### config.mk
export PLATFORM = sky130hd
export DESIGN_NAME = spi_master_burst
export DESIGN_NICKNAME = d
export VERILOG_FILES = /design/src/rtl/spi_burst_pkg.sv /design/src/rtl/spi_sclk_gen.sv /design/src/rtl/spi_master_burst.sv
export SDC_FILE = /design/constraint.sdc
export NUM_CORES = 1
export LEC_CHECK = 0
export ABC_AREA = 0
export CORE_MARGIN = 3
export CORE_UTILIZATION = 60
export DETAILED_ROUTE_END_ITERATION = 16
export MAX_ROUTING_LAYER = met4
export PLACE_DENSITY = 0.85
export SLEW_MARGIN = 10
export SYNTH_ARGS = -nofsm -noshare
export SYNTH_HDL_FRONTEND = slang
export SYNTH_HIERARCHICAL = 1
export SYNTH_SLANG_ARGS = --single-unit
### constraint.sdc
create_clock -name i_clk -period 3.1 [get_ports i_clk]
set_input_delay 0.31 -clock i_clk [delete_from_list [all_inputs] [get_ports i_clk]]
set_output_delay 0.31 -clock i_clk [all_outputs]
set_load 0.02 [all_outputs]
### src/rtl/spi_burst_pkg.sv
// -----------------------------------------------------------------------------
// spi_burst_pkg
// Shared definitions for the burst SPI master:
//   - spi_state_e  : transaction FSM states
//   - mode_cpol / mode_cpha : decode {CPOL,CPHA} from the SPI_MODE number
//   - count_width  : width of word-count ports for a given MAX_WORDS
//   - cs_width     : width of the chip-select index port (minimum 1)
// -----------------------------------------------------------------------------
package spi_burst_pkg;

  typedef enum logic [2:0] {
    ST_IDLE      = 3'd0,
    ST_CS_SETUP  = 3'd1,
    ST_SHIFT     = 3'd2,
    ST_WORD_WAIT = 3'd3,
    ST_CS_HOLD   = 3'd4,
    ST_CS_GAP    = 3'd5
  } spi_state_e;

  // Bit positions inside the 2-bit SPI mode number.
  localparam int MODE_CPOL_BIT = 1;
  localparam int MODE_CPHA_BIT = 0;

  function automatic logic mode_cpol(input int mode);
    logic [1:0] m;
    m = 2'(mode);
    return m[MODE_CPOL_BIT];
  endfunction

  function automatic logic mode_cpha(input int mode);
    logic [1:0] m;
    m = 2'(mode);
    return m[MODE_CPHA_BIT];
  endfunction

  function automatic int count_width(input int max_words);
    return $clog2(max_words + 1);
  endfunction

  function automatic int cs_width(input int num_cs);
    return (num_cs > 1) ? $clog2(num_cs) : 1;
  endfunction

endpackage

### src/rtl/spi_sclk_gen.sv
// -----------------------------------------------------------------------------
// spi_sclk_gen
// Produces a burst of NUM_EDGES SCLK edges, each CLKS_PER_HALF_BIT i_clk
// cycles apart, after a one-cycle i_start request. SCLK rests at CPOL.
// Ports:
//   i_clk, i_rst_n : clock, asynchronous active-low reset
//   i_start        : begin a new burst (one cycle)
//   o_sclk         : serial clock
//   o_lead         : one-cycle strobe, asserted in the cycle SCLK shows a leading edge
//   o_trail        : one-cycle strobe, asserted in the cycle SCLK shows a trailing edge
//   o_done         : one-cycle strobe coinciding with the final edge of the burst
// -----------------------------------------------------------------------------
module spi_sclk_gen #(
  parameter logic CPOL              = 1'b0,
  parameter int   CLKS_PER_HALF_BIT = 4,
  parameter int   NUM_EDGES         = 16
) (
  input  logic i_clk,
  input  logic i_rst_n,
  input  logic i_start,
  output logic o_sclk,
  output logic o_lead,
  output logic o_trail,
  output logic o_done
);

  localparam int HW = $clog2(CLKS_PER_HALF_BIT);
  localparam int EW = $clog2(NUM_EDGES + 1);
  localparam logic [HW-1:0] HALF_LAST   = HW'(CLKS_PER_HALF_BIT - 1);
  localparam logic [EW-1:0] EDGES_TOTAL = EW'(NUM_EDGES);

  logic [HW-1:0] r_half_cnt;
  logic [EW-1:0] r_edges_left;
  logic          r_sclk;
  logic          r_lead;
  logic          r_trail;
  logic          r_done;

  always_ff @(posedge i_clk or negedge i_rst_n) begin
    if (!i_rst_n) begin
      r_half_cnt   <= '0;
      r_edges_left <= '0;
      r_sclk       <= CPOL;
      r_lead       <= 1'b0;
      r_trail      <= 1'b0;
      r_done       <= 1'b0;
    end else begin
      r_lead  <= 1'b0;
      r_trail <= 1'b0;
      r_done  <= 1'b0;
      if (i_start) begin
        r_edges_left <= EDGES_TOTAL;
        r_half_cnt   <= '0;
        r_sclk       <= CPOL;
      end else if (r_edges_left != '0) begin
        if (r_half_cnt == HALF_LAST) begin
          r_half_cnt   <= '0;
          r_sclk       <= ~r_sclk;
          r_edges_left <= r_edges_left - EW'(1);
          // NUM_EDGES is even, so an even remaining count means the next
          // edge opens a new SCLK period (leading edge).
          if (r_edges_left[0] == 1'b0) r_lead  <= 1'b1;
          else                         r_trail <= 1'b1;
          if (r_edges_left == EW'(1))  r_done  <= 1'b1;
        end else begin
          r_half_cnt <= r_half_cnt + HW'(1);
        end
      end
    end
  end

  assign o_sclk  = r_sclk;
  assign o_lead  = r_lead;
  assign o_trail = r_trail;
  assign o_done  = r_done;

endmodule

### src/rtl/spi_master_burst.sv
// -----------------------------------------------------------------------------
// spi_master_burst
// SPI master that moves a burst of up to MAX_WORDS words under a single
// chip-select assertion. Words are handed in one at a time with a valid/ready
// pair; each received word is reported with its 0-based index in the burst.
//
// Optional build macro:
//   SPI_MASTER_BURST_LSB_FIRST_EN : shift and receive LSB first (default MSB first)
//
// Ports:
//   i_clk, i_rst_n           : system clock, asynchronous active-low reset
//   i_tx_word, i_tx_dataval  : next word to send and its one-cycle valid
//   o_tx_ready               : master can accept i_tx_dataval
//   i_tx_count, i_cs_sel     : burst length and target select (sampled with first word)
//   o_rx_dataval             : one-cycle pulse with o_rx_word / o_rx_count
//   o_SPI_clk, o_SPI_MOSI, i_SPI_MISO, o_SPI_CS_n : SPI bus
// -----------------------------------------------------------------------------
module spi_master_burst
  import spi_burst_pkg::*;
#(
  parameter int SPI_MODE          = 3,
  parameter int CLKS_PER_HALF_BIT = 4,
  parameter int DATA_WIDTH        = 8,
  parameter int MAX_WORDS         = 16,
  parameter int NUM_CS            = 2,
  parameter int CS_INACTIVE_CLKS  = 8
) (
  input  logic                                i_clk,
  input  logic                                i_rst_n,
  input  logic [DATA_WIDTH-1:0]               i_tx_word,
  input  logic                                i_tx_dataval,
  output logic                                o_tx_ready,
  input  logic [count_width(MAX_WORDS)-1:0]   i_tx_count,
  input  logic [cs_width(NUM_CS)-1:0]         i_cs_sel,
  output logic                                o_rx_dataval,
  output logic [DATA_WIDTH-1:0]               o_rx_word,
  output logic [count_width(MAX_WORDS)-1:0]   o_rx_count,
  output logic                                o_SPI_clk,
  input  logic                                i_SPI_MISO,
  output logic                                o_SPI_MOSI,
  output logic [NUM_CS-1:0]                   o_SPI_CS_n
);

  localparam logic CPOL = mode_cpol(SPI_MODE);
  localparam logic CPHA = mode_cpha(SPI_MODE);
  localparam int   CW   = count_width(MAX_WORDS);
  localparam int   BW   = $clog2(DATA_WIDTH + 1);
  localparam int   TMAX = (CLKS_PER_HALF_BIT > CS_INACTIVE_CLKS) ? CLKS_PER_HALF_BIT
                                                                 : CS_INACTIVE_CLKS;
  localparam int   TW   = $clog2(TMAX + 1);
  localparam logic [TW-1:0] HALF_LAST = TW'(CLKS_PER_HALF_BIT - 1);
  localparam logic [TW-1:0] GAP_LAST  = TW'((CS_INACTIVE_CLKS > 0) ? CS_INACTIVE_CLKS - 1 : 0);

`ifdef SPI_MASTER_BURST_LSB_FIRST_EN
  function automatic logic first_bit(input logic [DATA_WIDTH-1:0] w);
    return w[0];
  endfunction
  function automatic logic [DATA_WIDTH-1:0] shift_out(input logic [DATA_WIDTH-1:0] w);
    return {1'b0, w[DATA_WIDTH-1:1]};
  endfunction
  function automatic logic [DATA_WIDTH-1:0] shift_in(input logic [DATA_WIDTH-1:0] w,
                                                     input logic b);
    return {b, w[DATA_WIDTH-1:1]};
  endfunction
`else
  function automatic logic first_bit(input logic [DATA_WIDTH-1:0] w);
    return w[DATA_WIDTH-1];
  endfunction
  function automatic logic [DATA_WIDTH-1:0] shift_out(input logic [DATA_WIDTH-1:0] w);
    return {w[DATA_WIDTH-2:0], 1'b0};
  endfunction
  function automatic logic [DATA_WIDTH-1:0] shift_in(input logic [DATA_WIDTH-1:0] w,
                                                     input logic b);
    return {w[DATA_WIDTH-2:0], b};
  endfunction
`endif

  // Zero means a single word; anything above MAX_WORDS is capped.
  function automatic logic [CW-1:0] clamp_count(input logic [CW-1:0] c);
    if (c == '0)                 return CW'(1);
    else if (c > CW'(MAX_WORDS)) return CW'(MAX_WORDS);
    else                         return c;
  endfunction

  spi_state_e             r_state;
  spi_state_e             w_next;
  logic [TW-1:0]          r_cnt;
  logic [DATA_WIDTH-1:0]  r_tx_shift;
  logic [DATA_WIDTH-1:0]  r_rx_shift;
  logic                   r_mosi;
  logic [NUM_CS-1:0]      r_cs_n;
  logic                   r_tx_ready;
  logic [CW-1:0]          r_words_total;
  logic [CW-1:0]          r_word_idx;
  logic [BW-1:0]          r_bit_idx;
  logic                   r_rx_dataval;
  logic [DATA_WIDTH-1:0]  r_rx_word;
  logic [CW-1:0]          r_rx_count;

  logic w_accept;
  logic w_cs_ok;
  logic w_load;
  logic w_start;
  logic w_cnt_clr;
  logic w_lead;
  logic w_trail;
  logic w_done;
  logic w_sample;
  logic w_emit;
  logic w_sclk;

  spi_sclk_gen #(
    .CPOL              (CPOL),
    .CLKS_PER_HALF_BIT (CLKS_PER_HALF_BIT),
    .NUM_EDGES         (2 * DATA_WIDTH)
  ) u_sclk_gen (
    .i_clk   (i_clk),
    .i_rst_n (i_rst_n),
    .i_start (w_start),
    .o_sclk  (w_sclk),
    .o_lead  (w_lead),
    .o_trail (w_trail),
    .o_done  (w_done)
  );

  // Acceptance is qualified by the registered ready so nothing is taken in
  // the first cycle after reset release or while a word is in flight.
  assign w_accept = i_tx_dataval && r_tx_ready;
  assign w_cs_ok  = (32'(i_cs_sel) < NUM_CS);
  assign w_sample = CPHA ? w_trail : w_lead;
  assign w_emit   = CPHA ? w_lead  : w_trail;

  always_ff @(posedge i_clk or negedge i_rst_n) begin
    if (!i_rst_n) r_state <= ST_IDLE;
    else          r_state <= w_next;
  end

  always_comb begin
    w_next    = r_state;
    w_load    = 1'b0;
    w_start   = 1'b0;
    w_cnt_clr = 1'b0;
    case (r_state)
      ST_IDLE: begin
        if (w_accept && w_cs_ok) begin
          w_next    = ST_CS_SETUP;
          w_load    = 1'b1;
          w_cnt_clr = 1'b1;
        end
      end
      // Also used as the half-bit settle time before each later word.
      ST_CS_SETUP: begin
        if (r_cnt == HALF_LAST) begin
          w_next  = ST_SHIFT;
          w_start = 1'b1;
        end
      end
      ST_SHIFT: begin
        if (w_done) begin
          w_cnt_clr = 1'b1;
          w_next    = (r_word_idx == r_words_total - CW'(1)) ? ST_CS_HOLD : ST_WORD_WAIT;
        end
      end
      ST_WORD_WAIT: begin
        if (w_accept) begin
          w_next    = ST_CS_SETUP;
          w_load    = 1'b1;
          w_cnt_clr = 1'b1;
        end
      end
      ST_CS_HOLD: begin
        if (r_cnt == HALF_LAST) begin
          w_next    = ST_CS_GAP;
          w_cnt_clr = 1'b1;
        end
      end
      ST_CS_GAP: begin
        if (r_cnt == GAP_LAST) w_next = ST_IDLE;
      end
      default: w_next = ST_IDLE;
    endcase
  end

  always_ff @(posedge i_clk or negedge i_rst_n) begin
    if (!i_rst_n) begin
      r_cnt         <= '0;
      r_tx_shift    <= '0;
      r_rx_shift    <= '0;
      r_mosi        <= 1'b0;
      r_cs_n        <= '1;
      r_tx_ready    <= 1'b0;
      r_words_total <= '0;
      r_word_idx    <= '0;
      r_bit_idx     <= '0;
      r_rx_dataval  <= 1'b0;
      r_rx_word     <= '0;
      r_rx_count    <= '0;
    end else begin
      r_rx_dataval <= 1'b0;
      r_tx_ready   <= (w_next == ST_IDLE) || (w_next == ST_WORD_WAIT);

      if (w_cnt_clr) begin
        r_cnt <= '0;
      end else if (r_state == ST_CS_SETUP || r_state == ST_CS_HOLD || r_state == ST_CS_GAP) begin
        r_cnt <= r_cnt + TW'(1);
      end

      if (w_load) begin
        // CPHA=0 must present the first bit before the first edge; CPHA=1
        // re-emits it on the leading edge, so the word is kept unshifted.
        r_tx_shift <= CPHA ? i_tx_word : shift_out(i_tx_word);
        r_mosi     <= first_bit(i_tx_word);
        r_bit_idx  <= '0;
        if (r_state == ST_IDLE) begin
          r_words_total <= clamp_count(i_tx_count);
          r_word_idx    <= '0;
          r_cs_n        <= ~(NUM_CS'(1) << i_cs_sel);
        end else begin
          r_word_idx <= r_word_idx + CW'(1);
        end
      end

      if (r_state == ST_SHIFT) begin
        if (w_emit) begin
          r_mosi     <= first_bit(r_tx_shift);
          r_tx_shift <= shift_out(r_tx_shift);
        end
        if (w_sample) begin
          r_rx_shift <= shift_in(r_rx_shift, i_SPI_MISO);
          r_bit_idx  <= r_bit_idx + BW'(1);
          if (r_bit_idx == BW'(DATA_WIDTH - 1)) begin
            r_rx_dataval <= 1'b1;
            r_rx_word    <= shift_in(r_rx_shift, i_SPI_MISO);
            r_rx_count   <= r_word_idx;
          end
        end
      end

      if (r_state == ST_CS_HOLD && w_next == ST_CS_GAP) begin
        r_cs_n <= '1;
      end
    end
  end

  assign o_tx_ready   = r_tx_ready;
  assign o_rx_dataval = r_rx_dataval;
  assign o_rx_word    = r_rx_word;
  assign o_rx_count   = r_rx_count;
  assign o_SPI_clk    = w_sclk;
  assign o_SPI_MOSI   = r_mosi;
  assign o_SPI_CS_n   = r_cs_n;

endmodule

Word-level counts from Yosys, hierarchy flattened
Cells that the tools add are included.
{"block": "totals", "regBits": 65, "in_bits": 18, "output_inout_bits": 19, "elab_cells": 116}
{"block": "classes", "n_addsub": 6, "n_lt_le_gt_ge": 1, "eq_ne": 13, "n_shift": 1, "mux": 54, "bitwise_logic": 2, "n_reduce_logical": 20}
{"cell": "5-bit two-way mux", "count": 6}
{"cell": "1-bit two-way mux", "count": 26}
{"cell": "8-bit two-way mux", "count": 3}
{"cell": "4-bit two-way mux", "count": 5}
{"cell": "3-bit two-way mux", "count": 6}
{"cell": "3-bit case mux with 5 select lines", "count": 1}
{"cell": "2-bit two-way mux", "count": 6}
{"cell": "2-bit nonzero test", "count": 5}
{"cell": "5-bit by 1-bit subtractor with 5-bit output (second input constant)", "count": 2}
{"cell": "3-bit by 2-bit == test with 1-bit output (second input constant)", "count": 3}
{"cell": "3-bit == test (second input constant)", "count": 3}
{"cell": "4-bit by 1-bit adder with 4-bit output (second input constant)", "count": 2}
{"cell": "4-bit by 3-bit == test with 1-bit output (second input constant)", "count": 2}
{"cell": "2-bit AND reduction", "count": 4}
{"cell": "3-bit logical NOT", "count": 2}
{"cell": "5-bit by 1-bit adder with 5-bit output (second input constant)", "count": 1}
{"cell": "5-bit by 1-bit == test with 1-bit output (second input constant)", "count": 1}
{"cell": "5-bit == test", "count": 1}
{"cell": "5-bit greater-than comparator (second input constant)", "count": 1}
{"cell": "5-bit logical NOT", "count": 1}
{"cell": "5-bit nonzero test", "count": 1}
{"cell": "4-bit by 2-bit == test with 1-bit output (second input constant)", "count": 1}
{"cell": "3-bit by 1-bit == test with 1-bit output (second input constant)", "count": 1}
{"cell": "1-bit logical OR", "count": 3}
{"cell": "other kinds (9)", "count": 10}

Logic depth before layout (Yosys ltp)
Gate-level depths: netlist (run 1).
{"block": "depth", "depth_word": 9, "ltp_mapped": 7, "ltp_nobuf": 6}

Cells and area by module
Netlist (run 1), hierarchy kept.
{"mod": "spi_master_burst", "n_inst": 1, "cells_each": 245, "area_each_um2": 2562.5, "seq_area_each_um2": 1353.8}
{"mod": "spi_sclk_gen", "n_inst": 1, "cells_each": 52, "area_each_um2": 544.3, "seq_area_each_um2": 276.5}

Least setup slack after synthesis (run 1)
OpenSTA, ideal clock, no wires.
{"block": "synth_timing", "path_type": "register to register", "startpoint": "reg r_words_total[0]", "endpoint": "reg r_tx_ready (netlist: o_tx_ready)", "setup_time_ns": 0.135, "t_arrival_ns": 1.550, "required_time_ns": 2.965, "path_slack_ns": 1.415, "stages_incl_launch_ff": 7, "path_buffers": 0, "period_less_slack_ns": 1.685, "cell_sequence": "dfrtp_1 inv_1 ha_1 nor2b_1 or3_1 a311oi_2 a31oi_1"}
{"block": "synth_via", "elab_chain_len": 7, "elab_cells_between_ends": 8, "cone_classes": "add/sub (1); eq/ne (2); mux (3); reduce/logical (2)"}
{"element": "from (decl)", "line_no": "spi_master_burst.sv:93", "text": "logic [CW-1:0] r_words_total;"}
{"element": "from (signal assigned)", "line_no": "spi_master_burst.sv:215", "text": "r_words_total <= clamp_count(i_tx_count);"}
{"element": "5-bit by 1-bit subtractor with 5-bit output *", "line_no": "spi_master_burst.sv:161", "text": "w_next = (r_word_idx == r_words_total - CW'(1)) ? ST_CS_HOLD : ST_WORD_WAIT;"}
{"element": "5-bit == test *", "line_no": "spi_master_burst.sv:161"}
{"element": "3-bit two-way mux *", "line_no": "spi_master_burst.sv:161"}
{"element": "3-bit two-way mux *", "line_no": "spi_master_burst.sv:159", "text": "if (w_done) begin"}
{"element": "3-bit case mux with 5 select lines *", "line_no": "spi_master_burst.sv:143", "text": "case (r_state)"}
{"element": "3-bit by 2-bit == test with 1-bit output or 3-bit logical NOT (tied branches)", "line_no": "spi_master_burst.sv:200", "text": "r_tx_ready <= (w_next == ST_IDLE) || (w_next == ST_WORD_WAIT);"}
{"element": "1-bit logical OR *", "line_no": "spi_master_burst.sv:200"}
{"element": "to (signal assigned)", "line_no": "spi_master_burst.sv:200"}
{"element": "to (decl)", "line_no": "spi_master_burst.sv:92", "text": "logic r_tx_ready;"}
Mark *: on every way between the ends. The rest lies on a longest branch, timed or not.
A chain may end at the register's enable or synchronous reset.

Final worst setup path (run 1)
{"block": "layout_timing", "startpoint": "reg r_state[0]", "endpoint": "reg r_rx_word[2] (netlist: o_rx_word[2])"}
{"block": "layout_via", "elab_chain_len": 2}
{"element": "from (decl)", "line_no": "spi_master_burst.sv:85", "text": "spi_state_e r_state;"}
{"element": "from (signal assigned)", "line_no": "spi_master_burst.sv:135", "text": "else r_state <= w_next;"}
{"element": "3-bit by 2-bit == test with 1-bit output", "line_no": "spi_master_burst.sv:223", "text": "if (r_state == ST_SHIFT) begin"}
{"element": "3-bit AND reduction (no line)"}
{"element": "to (signal assigned)", "line_no": "spi_master_burst.sv:233", "text": "r_rx_word <= shift_in(r_rx_shift, i_SPI_MISO);"}
{"element": "to (decl)", "line_no": "spi_master_burst.sv:97", "text": "logic [DATA_WIDTH-1:0] r_rx_word;"}
Every way passes these cells.

==> run metrics, run 1 <==
status=completed; compound-gate portion of the synthesized area=10.6%; critical path depth=3; Syn Area/Cell=10.5 um^2; initial antenna violation count=0; CTS Hold Bufs=1; adder-cell area share of the yosys netlist=2.82%; setup_tns=0 ns; Critical R2R Capture=o_rx_word[2]$_DFFE_PN0P_; FP Rows=25; reg-to-reg startpoint=r_state[0]$_DFF_PN0_; number of enable flip-flop cells after synthesis=0; clk_lat worst skew=0.33 ns; number of DRC markers in iteration 0=133; multiplexer area fraction after synthesis=7.61%; GPL Wtd Cong=0.817; H-tree depth=3; CTS clock-pin slew for the worst setup and hold paths=0.08 ns; PwrDens=844 nW/um^2; GRT Overall Usage=22.4%; post-route ant nets=0; Slew HR=59.4%; Setup WS pre-CTS=0.814 ns; CP startpoint kind=flop; first-pass GRT wire length=10400 um; clock sinks=65; Post-CTS Resized=0; CP Launch Point=r_state[0]$_DFF_PN0_; Die Span Y=78.0 um; TritonCTS buffer count=9; Hold WS=0.477 ns; Final WS setup=0.849 ns; largest family of logic cells by synthesized area=simple AND/OR/NAND/NOR gates; Tcrit/Tclk final=72.6%; worst slew pin tran=0.607 ns; Yosys top cell by area=dfrtp_1; Clock Path Buffers=2; Cell Chain, Critical Path=and4bb_1 -> nand4b_2 -> mux2_1; Total Nets Final=360; CP delay by family, top=simple AND/OR/NAND/NOR gates; vias in the first global route=2284; Hold WC Path Type=reg2reg; Yosys reg bits=65; clk_skew=0.0142 ns; Critical Path RT=3.32 ns; Post-synth ARST share=100%; syn_nets=322; Remaining DRCs=0; most area-consuming cells after synthesis=dfrtp_1 50%, nand2_1 6.9%, mux2_1 3.3%; Worst Reg-to-Reg Cells=3; Critical Path Sink=o_rx_word[2]$_DFFE_PN0P_; Synth warnings=6; die area=6080 um^2; R2R Setup Slk=0.85 ns; crit path DAT=2.47 ns; WS Path Type=reg2reg; clock root cell=clkbuf_8; endpoint class of the critical path=flop; CP max FO=20; drt total wl=5820 um; ANT cells=0; max cap viols=0; Synth Flop Type=dfrtp_1; Leak=1.70 nW; Synth Area in XOR/XNOR=3.66%; Initial Util=64.1%; fmax=0.444 GHz; Port Buffers=36; hold violation count in the final report=0; Yosys cell types=59; final setup fails=0; CTS tree=done; Slew Limit Fails=0; RSZ-0062 raised after global routing=no; Setup Fix Bufs, Post-CTS=0; share of cells above drive strength 1=11.2%; Final Util=76.7%; routed len/inst=14.3 um; routed vias=2267; dpl hpwl=4060 um; fillers=325; Synth-to-Final Area Change=19.7%; Syn Inst Count=297; sequential fraction of the synthesis area=52.5%; Ports=37; Die Width=78.0 um; vias per cell=5.57; Critical Path Slowest Stage Cell=and4bb_1; total grt overflow=0; Syn Std Cell Area=3110 um^2; Synth Area in Simple Gates=19.6%; largest net degree at the start of global routing=44; Max IR drop VDD=0.000547 V; Tmin final=2.25 ns; CP bufs+invs=0; CP max stage delay=0.62 ns; Synth top area share=49.9%; Core Area=4850 um^2; DR pass1 iterations=5
## cell usage after synthesis (2+ instances only)
| master | count |
|---|---|
| dfrtp_1 | 62 |
| nand2_1 | 57 |
| nor2_1 | 14 |
| o21ai_0 | 11 |
| a21oi_1 | 10 |
| inv_1 | 10 |
| o21ai_1 | 10 |
| mux2_1 | 9 |
| mux2i_1 | 9 |
| buf_2 | 8 |
| nor3_1 | 8 |
| ha_1 | 7 |
| xnor2_1 | 7 |
| nand3_1 | 6 |
| xor2_1 | 6 |
| clkbuf_1 | 4 |
| mux2_2 | 4 |
| nand3b_1 | 4 |
| dfstp_2 | 3 |
| nor2b_1 | 3 |
| a311oi_1 | 2 |
| nand4_1 | 2 |
| nor4_1 | 2 |
| o22ai_1 | 2 |
| or3_1 | 2 |
| or3b_2 | 2 |
## stage by stage
stage / power, mW / area (um^2) / cells
after floorplan: 2.14 / 3110 / 297
after global placement: 2.37 / 3510 / 390
after detailed placement: 2.44 / 3510 / 390
after CTS: 3.16 / 3720 / 407
after global routing: 3.38 / 3720 / 407
final: 3.14 / 3720 / 407
## worst min path at each step
stage,startpoint,to,slack (ns),cells after the start
after floorplan,i_rst_n,o_SPI_MOSI$_DFF_PN0_,0.01,0
after global placement,i_rst_n,r_words_total[1]$_DFFE_PN0P_,0.31,1
after detailed placement,i_rst_n,r_words_total[1]$_DFFE_PN0P_,0.32,1
after CTS,r_rx_shift[6]$_DFFE_PN0P_,r_rx_shift[6]$_DFFE_PN0P_,0.48,2
after global routing,r_rx_shift[6]$_DFFE_PN0P_,r_rx_shift[6]$_DFFE_PN0P_,0.51,2
final,r_rx_shift[6]$_DFFE_PN0P_,r_rx_shift[6]$_DFFE_PN0P_,0.48,2
## registers in the layout (all words and copies together), names as in the netlist, 5 cells and up
register                 flops
o_rx_word                    8
r_tx_shift                   8
r_rx_shift                   7
o_rx_count                   5
r_word_idx                   5
r_words_total                5
u_sclk_gen/r_edges_left      5
## logic make-up (layout without fill, tap and decap cells)
| logic type | Yosys count | count (layout) |
|---|---|---|
| muxes | 22 | 22 |
| and+or+nand+nor | 116 | 116 |
| buffers and inverters | 23 | 66 |
| AOI/OAI and AO/OA | 51 | 51 |
| xor gates and xnor gates | 13 | 13 |
| DFF | 65 | 65 |
| adders and majority gates | 7 | 7 |
## cell type report
cell class	instances	area, um^2	share of cell area [%]
timing repair buffer	40	388	10.4
inverter	10	37.5	1.01
clock inverter	6	65.1	1.75
sequential	65	1630	43.8
multi-input combinational	209	1380	37.0
tap	67	83.8	2.25
clock buffer	10	138	3.70
## report_power, final
group | internal [mW] | switching (mW) | total, mW
Sequential | 1.11 | 0.268 | 1.38
Combinational | 0.497 | 0.540 | 1.04
Clock | 0.394 | 0.325 | 0.719
## worst reg2reg max path, cell delays in order (launching register included)
cell and delay [ns]:
dfrtp_1 0.58, and4bb_1 0.62, nand4b_2 0.48, mux2_1 0.48
## cells in the final DEF (no fill, tap or decap), types with 2 or more instances in the layout
| cell type | instances |
|---|---|
| a21oi_1 | 10 |
| nand2_1 | 57 |
| or3_1 | 2 |
| nand4_1 | 2 |
| o21ai_0 | 11 |
| xor2_1 | 6 |
| a311oi_1 | 2 |
| nor4_1 | 2 |
| buf_4 | 3 |
| nand3b_1 | 4 |
| nor2b_1 | 3 |
| clkbuf_8 | 10 |
| ha_1 | 7 |
| dfstp_2 | 3 |
| nor3_1 | 8 |
| mux2_1 | 9 |
| inv_1 | 10 |
| o21ai_1 | 10 |
| nand3_1 | 6 |
| xnor2_1 | 7 |
| nor2_1 | 14 |
| clkdlybuf4s50_1 | 35 |
| or3b_2 | 2 |
| dfrtp_1 | 62 |
| clkinv_2 | 2 |
| mux2i_1 | 9 |
| mux2_2 | 4 |
| o22ai_1 | 2 |
## layer usage
layer  vias up  part of all wire [%]  wire length (um)  track usage (%)
met5         -                     0                 0                -
met4         0                   1.3                74             10.3
met3         5                   3.4               199             4.29
met2        44                    50              2930             35.7
met1      1101                    45              2620             27.8
li1       1117                     -                 -                -
Note: power is estimated with default switching activity, not from simulation.
==> run 2: changes to the inputs <==
--- a/config.mk
+++ b/config.mk
@@ -7,10 +7,10 @@
 export LEC_CHECK = 0
 export ABC_AREA = 0
 export CORE_MARGIN = 3
-export CORE_UTILIZATION = 60
+export CORE_UTILIZATION = 55
 export DETAILED_ROUTE_END_ITERATION = 16
 export MAX_ROUTING_LAYER = met4
-export PLACE_DENSITY = 0.85
+export PLACE_DENSITY = 0.79
 export SLEW_MARGIN = 10
 export SYNTH_ARGS = -nofsm -noshare
 export SYNTH_HDL_FRONTEND = slang
==> constraint.sdc (replaced) <==
create_clock -name i_clk -period 2.1 [get_ports i_clk]
set_input_delay 0.21 -clock i_clk [delete_from_list [all_inputs] [get_ports i_clk]]
set_output_delay 0.21 -clock i_clk [all_outputs]
set_load 0.02 [all_outputs]
==> run 2 against run 1 <==
Design area rose by 0.81%. Critical endpoint is now o_tx_ready$_DFF_PN0_. Final cell count is 2.2% higher. Largest power group unchanged. Via count is 0.57% higher. Die area is 8.4% higher. Register-to-register slack worse by 0.61 ns. Global-route usage down 1.7 points. Highest routed layer unchanged. Critical path type unchanged.
==> run metrics, run 2 (same netlist as run 1, synthesis figures left out) <==
status=completed; drt total wl=5860 um; largest net degree at the start of global routing=66; first-pass GRT wire length=10100 um; Tcrit/Tclk final=88.7%; clk_lat worst skew=0.33 ns; worst slew pin tran=0.420 ns; final setup fails=0; Port Buffers=36; Placed Cells=399; die area=6590 um^2; routed len/inst=14.1 um; max cap viols=0; clock root cell=clkbuf_8; vias per cell=5.48; Final WS setup=0.238 ns; switch share=37.1%; commonest cells after routing, fill and taps aside=62 x dfrtp_1, 57 x nand2_1, 35 x clkdlybuf4s50_1, 14 x nor2_1, 11 x o21ai_0; dpl hpwl=4040 um; Remaining DRCs=0; Final Util=71.1%; Max IR drop VDD=0.000810 V; CP max FO=4; Seq pwr share=44.4%; Tmin final=1.86 ns; Clock Path Buffers=2; vias in the first global route=2258; Post-Layout Cell Count=416; setup_tns=0 ns; clock sinks=65; post-route ant nets=0; number of DRC markers in iteration 0=148; reg-to-reg startpoint=r_words_total[0]$_DFFE_PN0P_; Setup Fix Bufs, Post-CTS=0; fmax=0.537 GHz; Total Nets Final=366; Power Internal=2.84 mW; Leak=1.71 nW; H-tree depth=3; Cell Chain, Critical Path=inv_1 -> ha_1 -> nor2b_1 -> or3_1 -> a311oi_2 -> a31oi_1; FP Rows=26; CP Launch Point=r_words_total[0]$_DFFE_PN0P_; clock network power share=20.2%; Ports=37; Initial Util=59.0%; CP startpoint kind=flop; Setup WS pre-CTS=0.253 ns; Synth-to-Final Area Change=20.7%; Core Area=5270 um^2; DR pass1 iterations=4; share of cells above drive strength 1=12.7%; Critical Path Slowest Stage Cell=a311oi_2; GPL Wtd Cong=0.850; commonest non-fill, non-tap cell in the layout=dfrtp_1; CTS clock-pin slew for the worst setup and hold paths=0.07 ns; Post-CTS Resized=0; CP max stage delay=0.43 ns; hold violation count in the final report=0; ANT cells=0; clk_skew=0.00863 ns; Slew HR=72.0%; GRT Overall Usage=20.7%; TritonCTS buffer count=9; WS Path Type=reg2reg; CTS tree=done; switching power=1.68 mW; Hold WC Path Type=in2async; PwrDens=1200 nW/um^2; RSZ-0062 raised after global routing=no; CTS Hold Bufs=1; routed vias=2280; Die Width=81.2 um; initial antenna violation count=0; Gate power share=35.5%; crit path DAT=2.07 ns; Die Span Y=81.2 um; Slew Limit Fails=0; endpoint class of the critical path=flop; total grt overflow=0; Critical Path RT=2.30 ns
==> run 2: cell types whose count changed in the layout (fill, tap and decap cells not counted), sizes merged <==
cell,delta
buf,+6
inv,-1
clkinvlp,+1
clkbuf,-1
bufinv,-1
clkinv,+2
==> run 2: path summary, 6_finish.rpt <==
kind,endpoint,slack (ns),cells after the start
setup / recovery,o_tx_ready$_DFF_PN0_,0.24,6
hold / removal,r_state[2]$_DFF_PN0_,0.41,3
setup reg to reg,o_tx_ready$_DFF_PN0_,0.24,6
hold reg to reg,r_rx_shift[6]$_DFFE_PN0P_,0.49,2
max in group asynchronous,u_sclk_gen/o_sclk$_DFFE_PN1P_,1.36,3
min in group i_clk,r_tx_shift[0]$_DFF_PN0_,0.43,3
==> run 2: per-layer routing <==
layer  GRT usage, %  vias up  share of wire, %
li1               -     1124                 -
met1           25.8     1092                46
met2           33.3       54                49
met3           3.66       10               3.1
met4           9.12        0               1.7
met5              -        -                 0
==> run 2: layout make-up <==
type	count	area, um^2
Timing Repair Buffer	46	445
Sequential cell	65	1630
Clock buffer	9	124
Multi-Input combinational cell	209	1380
Tap cell	70	87.6
Fill cell	413	1520
Inverter	10	37.5
Clock inverter	7	47.5
==> run 2: critical path, delay by kind of cell, from the launching register on <==
| family | cells | cell delay, ns |
|---|---|---|
| compound gates | 2 | 0.57 |
| fa+ha+maj | 1 | 0.23 |
| buf+inv | 1 | 0.07 |
| flops | 1 | 0.38 |
| simple gates | 2 | 0.49 |
==> run 2: power groups by stage <==
| stage | Clock [mW] | Sequential [mW] | Combinational, mW |
|---|---|---|---|
| after floorplan | 0 | 1.98 | 1.17 |
| after global placement | 0 | 2.00 | 1.54 |
| after detailed placement | 0 | 2.02 | 1.60 |
| after CTS | 0.930 | 2.00 | 1.61 |
| after global routing | 0.999 | 2.06 | 1.81 |
| final | 0.911 | 2.00 | 1.60 |
==> run 2: through the flow <==
step,instance area (um^2),power (mW),hold WS [ns]
floorplan,3110,3.15,-0.0856
global placement,3570,3.55,0.251
detailed placement,3570,3.62,0.252
CTS,3750,4.54,0.418
global route,3750,4.87,0.447
finish,3750,4.52,0.412
==> run 3: changes to the inputs <==
--- a/config.mk
+++ b/config.mk
@@ -6,6 +6,7 @@
 export NUM_CORES = 1
 export LEC_CHECK = 0
 export ABC_AREA = 0
+export CAP_MARGIN = 5
 export CORE_MARGIN = 3
 export CORE_UTILIZATION = 55
 export DETAILED_ROUTE_END_ITERATION = 16
==> results of run 3 <==
The final DEF is identical to that of run 2; final timing and power are the same.
